**src/rtl/ps2_key_decoder.sv**
```systemverilog
// PS/2 receiver with scancode-set-2 make/break decoding into held-key levels.
// Optional WASD aliases are enabled by defining KEY_DECODER_WASD_EN.
//   state  | meaning
//   IDLE   | bus idle, waiting for a start bit
//   DATA   | shifting in 8 data bits, LSB first
//   PARITY | capturing the odd-parity bit
//   STOP   | checking the stop bit and parity
module ps2_key_decoder #(
  parameter int FILTER_LEN     = 4,
  parameter int TIMEOUT_CYCLES = 200_000
) (
  input  logic       clk,
  input  logic       rst_n,
  input  logic       ps2_clk,
  input  logic       ps2_data,
  output logic       key_space,
  output logic       key_left,
  output logic       key_right,
  output logic       scan_valid,
  output logic [7:0] scan_code,
  output logic       frame_err
);

  localparam int FCW = (FILTER_LEN > 1) ? $clog2(FILTER_LEN) : 1;
  localparam int TW  = (TIMEOUT_CYCLES > 1) ? $clog2(TIMEOUT_CYCLES) : 1;
  localparam logic [FCW-1:0] FILT_TC   = FCW'(FILTER_LEN - 1);
  localparam logic [TW-1:0]  TO_RELOAD = TW'(TIMEOUT_CYCLES - 1);

  typedef enum logic [1:0] {S_IDLE, S_DATA, S_PARITY, S_STOP} state_t;

  logic           clk_s1_q, clk_s2_q, dat_s1_q, dat_s2_q;
  logic           clk_f_q;
  logic [FCW-1:0] fcnt_q;
  logic           fall;
  state_t         state_q;
  logic [2:0]     bit_cnt_q;
  logic [7:0]     shift_q;
  logic           par_q;
  logic [TW-1:0]  wd_q;
  logic           scan_valid_q, frame_err_q;
  logic [7:0]     scan_code_q;
  logic           ext_q, brk_q;
  logic           space_q, left_q, right_q;

  always_ff @(posedge clk or negedge rst_n) begin
    if (!rst_n) begin
      clk_s1_q <= 1'b1;
      clk_s2_q <= 1'b1;
      dat_s1_q <= 1'b1;
      dat_s2_q <= 1'b1;
    end else begin
      clk_s1_q <= ps2_clk;
      clk_s2_q <= clk_s1_q;
      dat_s1_q <= ps2_data;
      dat_s2_q <= dat_s1_q;
    end
  end

  // Accepted level flips on the FILTER_LEN-th consecutive differing sample.
  always_ff @(posedge clk or negedge rst_n) begin
    if (!rst_n) begin
      clk_f_q <= 1'b1;
      fcnt_q  <= '0;
    end else if (clk_s2_q == clk_f_q) begin
      fcnt_q <= '0;
    end else if (fcnt_q == FILT_TC) begin
      clk_f_q <= clk_s2_q;
      fcnt_q  <= '0;
    end else begin
      fcnt_q <= fcnt_q + FCW'(1);
    end
  end

  assign fall = clk_f_q & ~clk_s2_q & (fcnt_q == FILT_TC);

  always_ff @(posedge clk or negedge rst_n) begin
    if (!rst_n) begin
      state_q      <= S_IDLE;
      bit_cnt_q    <= '0;
      shift_q      <= '0;
      par_q        <= 1'b0;
      wd_q         <= TO_RELOAD;
      scan_valid_q <= 1'b0;
      scan_code_q  <= '0;
      frame_err_q  <= 1'b0;
    end else begin
      scan_valid_q <= 1'b0;
      frame_err_q  <= 1'b0;
      if (fall) begin
        wd_q <= TO_RELOAD;
      end else if (state_q != S_IDLE && wd_q != '0) begin
        wd_q <= wd_q - TW'(1);
      end
      if (!fall && state_q != S_IDLE && wd_q == '0) begin
        state_q     <= S_IDLE;
        frame_err_q <= 1'b1;
      end else if (fall) begin
        case (state_q)
          S_IDLE: begin
            if (!dat_s2_q) begin
              state_q   <= S_DATA;
              bit_cnt_q <= '0;
            end
          end
          S_DATA: begin
            shift_q   <= {dat_s2_q, shift_q[7:1]};
            bit_cnt_q <= bit_cnt_q + 3'd1;
            if (bit_cnt_q == 3'd7) state_q <= S_PARITY;
          end
          S_PARITY: begin
            par_q   <= dat_s2_q;
            state_q <= S_STOP;
          end
          default: begin
            if (dat_s2_q && (^{shift_q, par_q})) begin
              scan_valid_q <= 1'b1;
              scan_code_q  <= shift_q;
            end else begin
              frame_err_q <= 1'b1;
            end
            state_q <= S_IDLE;
          end
        endcase
      end
    end
  end

`ifdef KEY_DECODER_WASD_EN
  logic w_q, a_q, d_q;
`endif

  always_ff @(posedge clk or negedge rst_n) begin
    if (!rst_n) begin
      ext_q   <= 1'b0;
      brk_q   <= 1'b0;
      space_q <= 1'b0;
      left_q  <= 1'b0;
      right_q <= 1'b0;
`ifdef KEY_DECODER_WASD_EN
      w_q     <= 1'b0;
      a_q     <= 1'b0;
      d_q     <= 1'b0;
`endif
    end else if (frame_err_q) begin
      ext_q <= 1'b0;
      brk_q <= 1'b0;
    end else if (scan_valid_q) begin
      if (scan_code_q == 8'hE0) begin
        ext_q <= 1'b1;
      end else if (scan_code_q == 8'hF0) begin
        brk_q <= 1'b1;
      end else begin
        ext_q <= 1'b0;
        brk_q <= 1'b0;
        if (!ext_q && scan_code_q == 8'h29) space_q <= !brk_q;
        if (ext_q && scan_code_q == 8'h6B)  left_q  <= !brk_q;
        if (ext_q && scan_code_q == 8'h74)  right_q <= !brk_q;
`ifdef KEY_DECODER_WASD_EN
        if (!ext_q && scan_code_q == 8'h1D) w_q <= !brk_q;
        if (!ext_q && scan_code_q == 8'h1C) a_q <= !brk_q;
        if (!ext_q && scan_code_q == 8'h23) d_q <= !brk_q;
`endif
      end
    end
  end

`ifdef KEY_DECODER_WASD_EN
  assign key_space = space_q | w_q;
  assign key_left  = left_q | a_q;
  assign key_right = right_q | d_q;
`else
  assign key_space = space_q;
  assign key_left  = left_q;
  assign key_right = right_q;
`endif
  assign scan_valid = scan_valid_q;
  assign scan_code  = scan_code_q;
  assign frame_err  = frame_err_q;

endmodule

```
**config.mk**
```make
export PLATFORM = sky130hd
export DESIGN_NAME = ps2_key_decoder
export DESIGN_NICKNAME = d
export VERILOG_FILES = /design/src/rtl/ps2_key_decoder.sv
export SDC_FILE = /design/constraint.sdc
export NUM_CORES = 1
export LEC_CHECK = 0
export CAP_MARGIN = 20
export CORE_ASPECT_RATIO = 1.1
export CORE_MARGIN = 5
export CORE_UTILIZATION = 55
export CTS_CLUSTER_SIZE = 40
export DETAILED_ROUTE_END_ITERATION = 8
export GPL_TIMING_DRIVEN = 0
export PLACE_DENSITY = 0.73
export SLEW_MARGIN = 20
export SYNTH_ARGS = -nofsm -noshare
export SYNTH_HDL_FRONTEND = slang
export SYNTH_SLANG_ARGS = --single-unit
```
**constraint.sdc**
```tcl
create_clock -name clk -period 5.4 [get_ports clk]
set_input_delay 0.81 -clock clk [delete_from_list [all_inputs] [get_ports clk]]
set_output_delay 0.81 -clock clk [all_outputs]
set_load 0.01 [all_outputs]
```
# Yosys cells after proc, flatten, opt, wreduce, memory -nomap -nowiden
# Index checks and enable logic that the tools add are counted.
# classes
addsub	3
n_eq_ne	15
muxes	27
bitwise	9
reduce_logical	31
# op_table
cell	count
two-way mux 18 bit	2
zero test 18 bit	1
nonzero test 18 bit	1
subtractor 18 x 1 -> 18 bit (second input constant)	1
== test 8 x 7 -> 1 bit (second input constant)	2
== test 8 bit (second input constant)	2
two-way mux 1 bit	16
AND reduction 5 bit	3
two-way mux 2 bit	6
nonzero test 2 bit	5
inequality test 3 bit (second input constant)	3
AND reduction 3 bit	3
XOR reduction 9 bit	1
== test 8 x 6 -> 1 bit (second input constant)	1
AND reduction 4 bit	2
logical AND 1 bit	7
inverter 1 bit	7
case mux 2 bit (3 select lines)	1
case mux 3 bit (2 select lines)	1
AND reduction 2 bit	3
== test 2 bit (second input constant)	2
inequality test 2 bit (second input constant)	2
adder 3 x 1 -> 3 bit (second input constant)	1
== test 3 bit (second input constant)	1
8 further kinds	11
# totals
regBits	54
inputBits	4
output_inout_bits	13
wordCells	104

# Logic depth before layout (Yosys ltp)
# logic_depth
ltp_word	8
mapped_depth	8
mapped_depth_nobuf	7

# Worst setup path after synthesis
# Ideal clock, no wire load.
# synth_path
path_kind	reg-to-reg
startpoint	register state_q[0]
endpoint	register wd_q[7]
setup_time_ns	0.132
arrival_ns	1.859
required_time_ns	5.268
path_slack_ns	3.409
stages_incl_launch_ff	8
path_buffers	0
synth_period_minus_slack_ns	1.991
path_cell_list	dfrtp_1 -> inv_1 -> ha_1 -> or3_1 -> or2_2 -> a2111oi_1 -> xnor2_1 -> nor2_1
# synth_between
elab_chain_len	3
# synth_lines
item	line_no	text
start, declared	35	state_t state_q;
start signal, assigned	78	state_q <= S_IDLE;
start signal, assigned	95	state_q <= S_IDLE;
start signal, assigned	101	state_q <= S_DATA;
nonzero test 2 bit	91	end else if (state_q != S_IDLE && wd_q != '0) begin
logical AND 1 bit	91	
nonzero test 2 bit (no source line)	--	
end signal, assigned	92	wd_q <= wd_q - TW'(1);
end, declared	39	logic [TW-1:0] wd_q;
# No other way between the ends.
# A chain may end at the register's enable or synchronous reset.

# Worst setup path in the final report
# layout_path
startpoint	register wd_q[0]
endpoint	register wd_q[14]
# layout_between
elab_chain_len	3
elab_cells_between_ends	6
classes_between	add/sub: 1; mux: 2; reduce/logical: 3
# layout_lines
item	line_no
subtractor 18 x 1 -> 18 bit or nonzero test 18 bit (tied branches)	92, 91
two-way mux 18 bit or logical AND 1 bit (tied branches)	91
two-way mux 18 bit or nonzero test 2 bit (tied branches)	--
# Several ways; a longest one is shown, not always the timed one. The select of a mux whose other input is x is not followed.

==> out/summary.md <==
The run finished with clean final reports. Setup violations remaining at the end of the flow were counted as 0. The transition time of the tightest slew-check pin was 0.650 ns; the required time reported for the critical path endpoint was 5.58 ns. The logs give 769 µW for the cell-internal power and 1.13 mW for the overall power after layout. The most instantiated flip-flop cell in the synthesis netlist was sky130_fd_sc_hd__dfrtp_1.

The number of antenna diodes in the final layout is 0. Net switching is 31.9% of the power. Setup repair after global routing left no endpoint under its margin.

The clock latency on the worst-skew pair is 0.30 ns, and the post-route fraction of the period consumed by the critical path is 40.9%. Walking the worst path, the cells encountered are inv_1 -> ha_1 -> or4b_4 -> nor3_2 -> nor4b_1 -> xnor2_1 -> nor2_1. For the total clock sinks, the log shows 54. After clock tree synthesis, the clock-pin slew on the worst setup and hold paths is 0.09 ns. The clock arrives with 0.00960 ns of skew.

Max-cap violations in this run came to 0. Hold repair after CTS inserted 0 buffers. Per report_power, the sequential group accounts for 51.9% of the total. TritonCTS created 5 clock buffers.

For the count of endpoints failing hold in the final timing report, the log shows 0. Total number of H-tree levels: 2. The tools report the number of resized instances in the post-cts repair step as 0. TritonCTS built the clock tree. The synthesized design contains 0 enable-type register cells. Global routing used 17.4% of the available tracks.

The number of design-rule violations left by the first detailed-router iteration was 79. In this run the static leakage power is 1.33 nW. The run gives 3280 µm as the post-DP HPWL. Cell with the biggest individual delay on the critical path: sky130_fd_sc_hd__or4b_4. Finished layout cell area: 2950 µm². Using the TritonRoute via totals, the vias-per-cell ratio works out to 5.70. The logs give 4 for the iteration count of the initial detailed-routing pass and 2.39 ns for the arrival time reported for the critical path endpoint.

The tools report the CTS root buffer as sky130_fd_sc_hd__clkbuf_8. Count of buffering cells on the critical path with inverters included: 1. Cell depth of the worst hold path: 0. The number of standard cells after synthesis came out at 232. The average wire per cell in the routed design is 14.4 µm. The post-synthesis area per instance is 11.3 µm², and the die outline width is 75.8 µm. Entering global routing, the biggest net connects 55 pins.

After floorplanning, the core was divided into 26 placement rows. The sequential cells in the finished layout cover a total of 1370 µm². The top cell types in the final layout, fill and taps aside, are sky130_fd_sc_hd__dfrtp_1 (38), sky130_fd_sc_hd__nand2_1 (20), sky130_fd_sc_hd__xnor2_1 (17), sky130_fd_sc_hd__dfstp_2 (16). The floorplan step set the die height to 82.4 µm.

Summed over all nets, the switching power comes to 360 µW. The logs give 2620 µm² for the netlist area before placement and 8220 µm for the global-route wire length before repair. The power per standard cell area came out at 382 nW/µm². The filler cells instantiated in the layout total 385.

Post-CTS setup buffer count: 0. For the worst-case clock buffer depth, the log shows 2. Of the cells placed in the final design, the portion with a size suffix greater than 1 is 18.4%. The area added between synthesis and finish was 12.7%. After synthesis, the share of flip-flops with an asynchronous set or reset is 100%.

The DRC violation count after routing was 0; the cell count along the critical path was 7. Final hold analysis gives a worst-case slack of 0.362 ns. The die covers 6250 µm². The critical path's largest stage delay works out to 0.50 ns. Counting cells, the worst reg-to-reg path comes to 7. The worst supply voltage drop on vdd is 0.000258 V. The net count after synthesis was 245; the number of I/O pins was 17.

The maximum fanout along the worst path is 6, and the final max-slew violation count is 0. Once detail routing completed, the nets flagged for antenna violations numbered 0. The routed layout has 1,777 vias. The number of global-route vias before repair was 1,768; the placed cell area was 2850 µm². Leaving out fill and tap cells, the most frequent cell in the layout is sky130_fd_sc_hd__dfrtp_1. The worst pin sits at a relative slew slack of 56.6%. The tools report the launching element type of the critical path as a flop.

Critical path class: flop to flop. The family of cells with the greatest summed delay on the critical path is simple AND/OR/NAND/NOR gates. Counting distinct cell types in the post-synthesis netlist gives 44. Combinational share of power: 26.5%.

Sort of element at the end of the critical path: a flop. The run gives 52.3% as the portion of the post-synthesis area used by sequential elements. The path class of the lowest-slack min-delay path was flop to flop. In the final design database the tool counted 268 nets.

The smallest clock period supported by the final layout is computed as 2.21 ns. Based on the critical path, the design can be clocked at up to 0.453 GHz. During placement, the flow inserted port buffers numbering 16. The multi-input combinational cell area is 1190 µm². The run gives 56.7% as the initial core utilization. The run gives 0 as the initial antenna violation count. The Yosys step of the flow raised 0 warnings. The number of register bits inferred by synthesis was 54; the weighted congestion reported at the end of routability-driven placement was 0.781. In this run, the clock network consumes 21.6% of the power. The area inside the core boundary is 4620 µm², and the total negative slack is 0 ns. For the final core utilization, the log shows 63.9%. The global route total overflow came out at 0. Wires add up to 4500 µm.
routing by layer:
layer,global-route usage [%],vias to the layer above,wire [µm]
met2,28.0,27,2130
met5,0,-,0
li1,-,870,-
met3,4.60,7,173
met4,5.07,0,65
met1,22.9,873,2130
final timing paths:
| path | from | end | slack (ns) |
|---|---|---|---|
| min in group asynchronous | rst_n | fcnt_q[1] | 0.53 |
| min reg2reg | clk_s1_q | clk_s2_q | 0.36 |
| max reg2reg | wd_q[0] | wd_q[14] | 3.19 |
| min | clk_s1_q | clk_s2_q | 0.36 |
| max in group asynchronous | rst_n | state_q[0] | 4.43 |
| max | wd_q[0] | wd_q[14] | 3.19 |
flip-flops by register name, summed over array words and instances, names as in the netlist, 2 cells and up:
name / flops
bit_cnt_q: 3
fcnt_q: 2
scan_code: 8
shift_q: 8
state_q: 2
wd_q: 18
cells in the mapped netlist, types with 2 or more instances:
| library cell | instances | area, µm² |
|---|---|---|
| sky130_fd_sc_hd__nor2b_1 | 5 | 31.3 |
| sky130_fd_sc_hd__a21oi_1 | 7 | 35.0 |
| sky130_fd_sc_hd__a21o_1 | 4 | 30.0 |
| sky130_fd_sc_hd__nor4b_1 | 3 | 26.3 |
| sky130_fd_sc_hd__o21ai_0 | 11 | 55.1 |
| sky130_fd_sc_hd__nor2_1 | 15 | 56.3 |
| sky130_fd_sc_hd__o31ai_1 | 4 | 30.0 |
| sky130_fd_sc_hd__nand3_1 | 4 | 20.0 |
| sky130_fd_sc_hd__nand4_1 | 3 | 18.8 |
| sky130_fd_sc_hd__a211oi_1 | 3 | 22.5 |
| sky130_fd_sc_hd__ha_1 | 9 | 113 |
| sky130_fd_sc_hd__o211ai_1 | 2 | 15.0 |
| sky130_fd_sc_hd__dfstp_2 | 16 | 420 |
| sky130_fd_sc_hd__and2_1 | 2 | 12.5 |
| sky130_fd_sc_hd__nand3b_1 | 2 | 15.0 |
| sky130_fd_sc_hd__or3_1 | 7 | 43.8 |
| sky130_fd_sc_hd__nor3_1 | 5 | 25.0 |
| sky130_fd_sc_hd__inv_1 | 11 | 41.3 |
| sky130_fd_sc_hd__xnor2_1 | 17 | 149 |
| sky130_fd_sc_hd__nand2_1 | 20 | 75.1 |
| sky130_fd_sc_hd__mux2_2 | 15 | 169 |
| sky130_fd_sc_hd__clkbuf_1 | 4 | 15.0 |
| sky130_fd_sc_hd__dfrtp_1 | 38 | 951 |
| sky130_fd_sc_hd__or4_1 | 2 | 15.0 |
| sky130_fd_sc_hd__xor2_1 | 3 | 26.3 |
| sky130_fd_sc_hd__nor4_1 | 2 | 12.5 |
per-stage QoR:
step,setup WS [ns],cells
3_5_place_dp,3.22,304
5_1_grt,3.04,312
4_1_cts,3.20,312
3_3_place_gp,1.97,304
6_report,3.19,312
2_1_floorplan,3.41,232
cells by family (layout without fill, tap and decap cells):
family | Yosys count | in the layout | synth area share, %
xor+xnor | 21 | 21 | 7.54
buf+inv | 15 | 39 | 2.15
mux | 15 | 15 | 6.44
compound gates | 38 | 38 | 9.59
flops | 54 | 54 | 52.3
simple gates | 80 | 80 | 17.7
fa+ha+maj | 9 | 9 | 4.30
power groups by stage:
stage / Sequential [mW] / Clock (mW) / Combinational (mW)
2_1_floorplan: 0.573 / 0 / 0.250
3_5_place_dp: 0.593 / 0 / 0.301
4_1_cts: 0.586 / 0.253 / 0.303
5_1_grt: 0.598 / 0.271 / 0.347
3_3_place_gp: 0.589 / 0 / 0.295
6_report: 0.586 / 0.244 / 0.300
layout make-up:
type,count,area share (%)
Sequential cell,54,46.4
Timing Repair Buffer,16,5.34
Multi-Input combinational cell,163,40.4
Inverter,11,1.40
Buffer,4,0.508
Clock inverter,1,0.296
Tap cell,56,2.37
Clock buffer,7,3.26
Power figures use the tool's default switching activity.
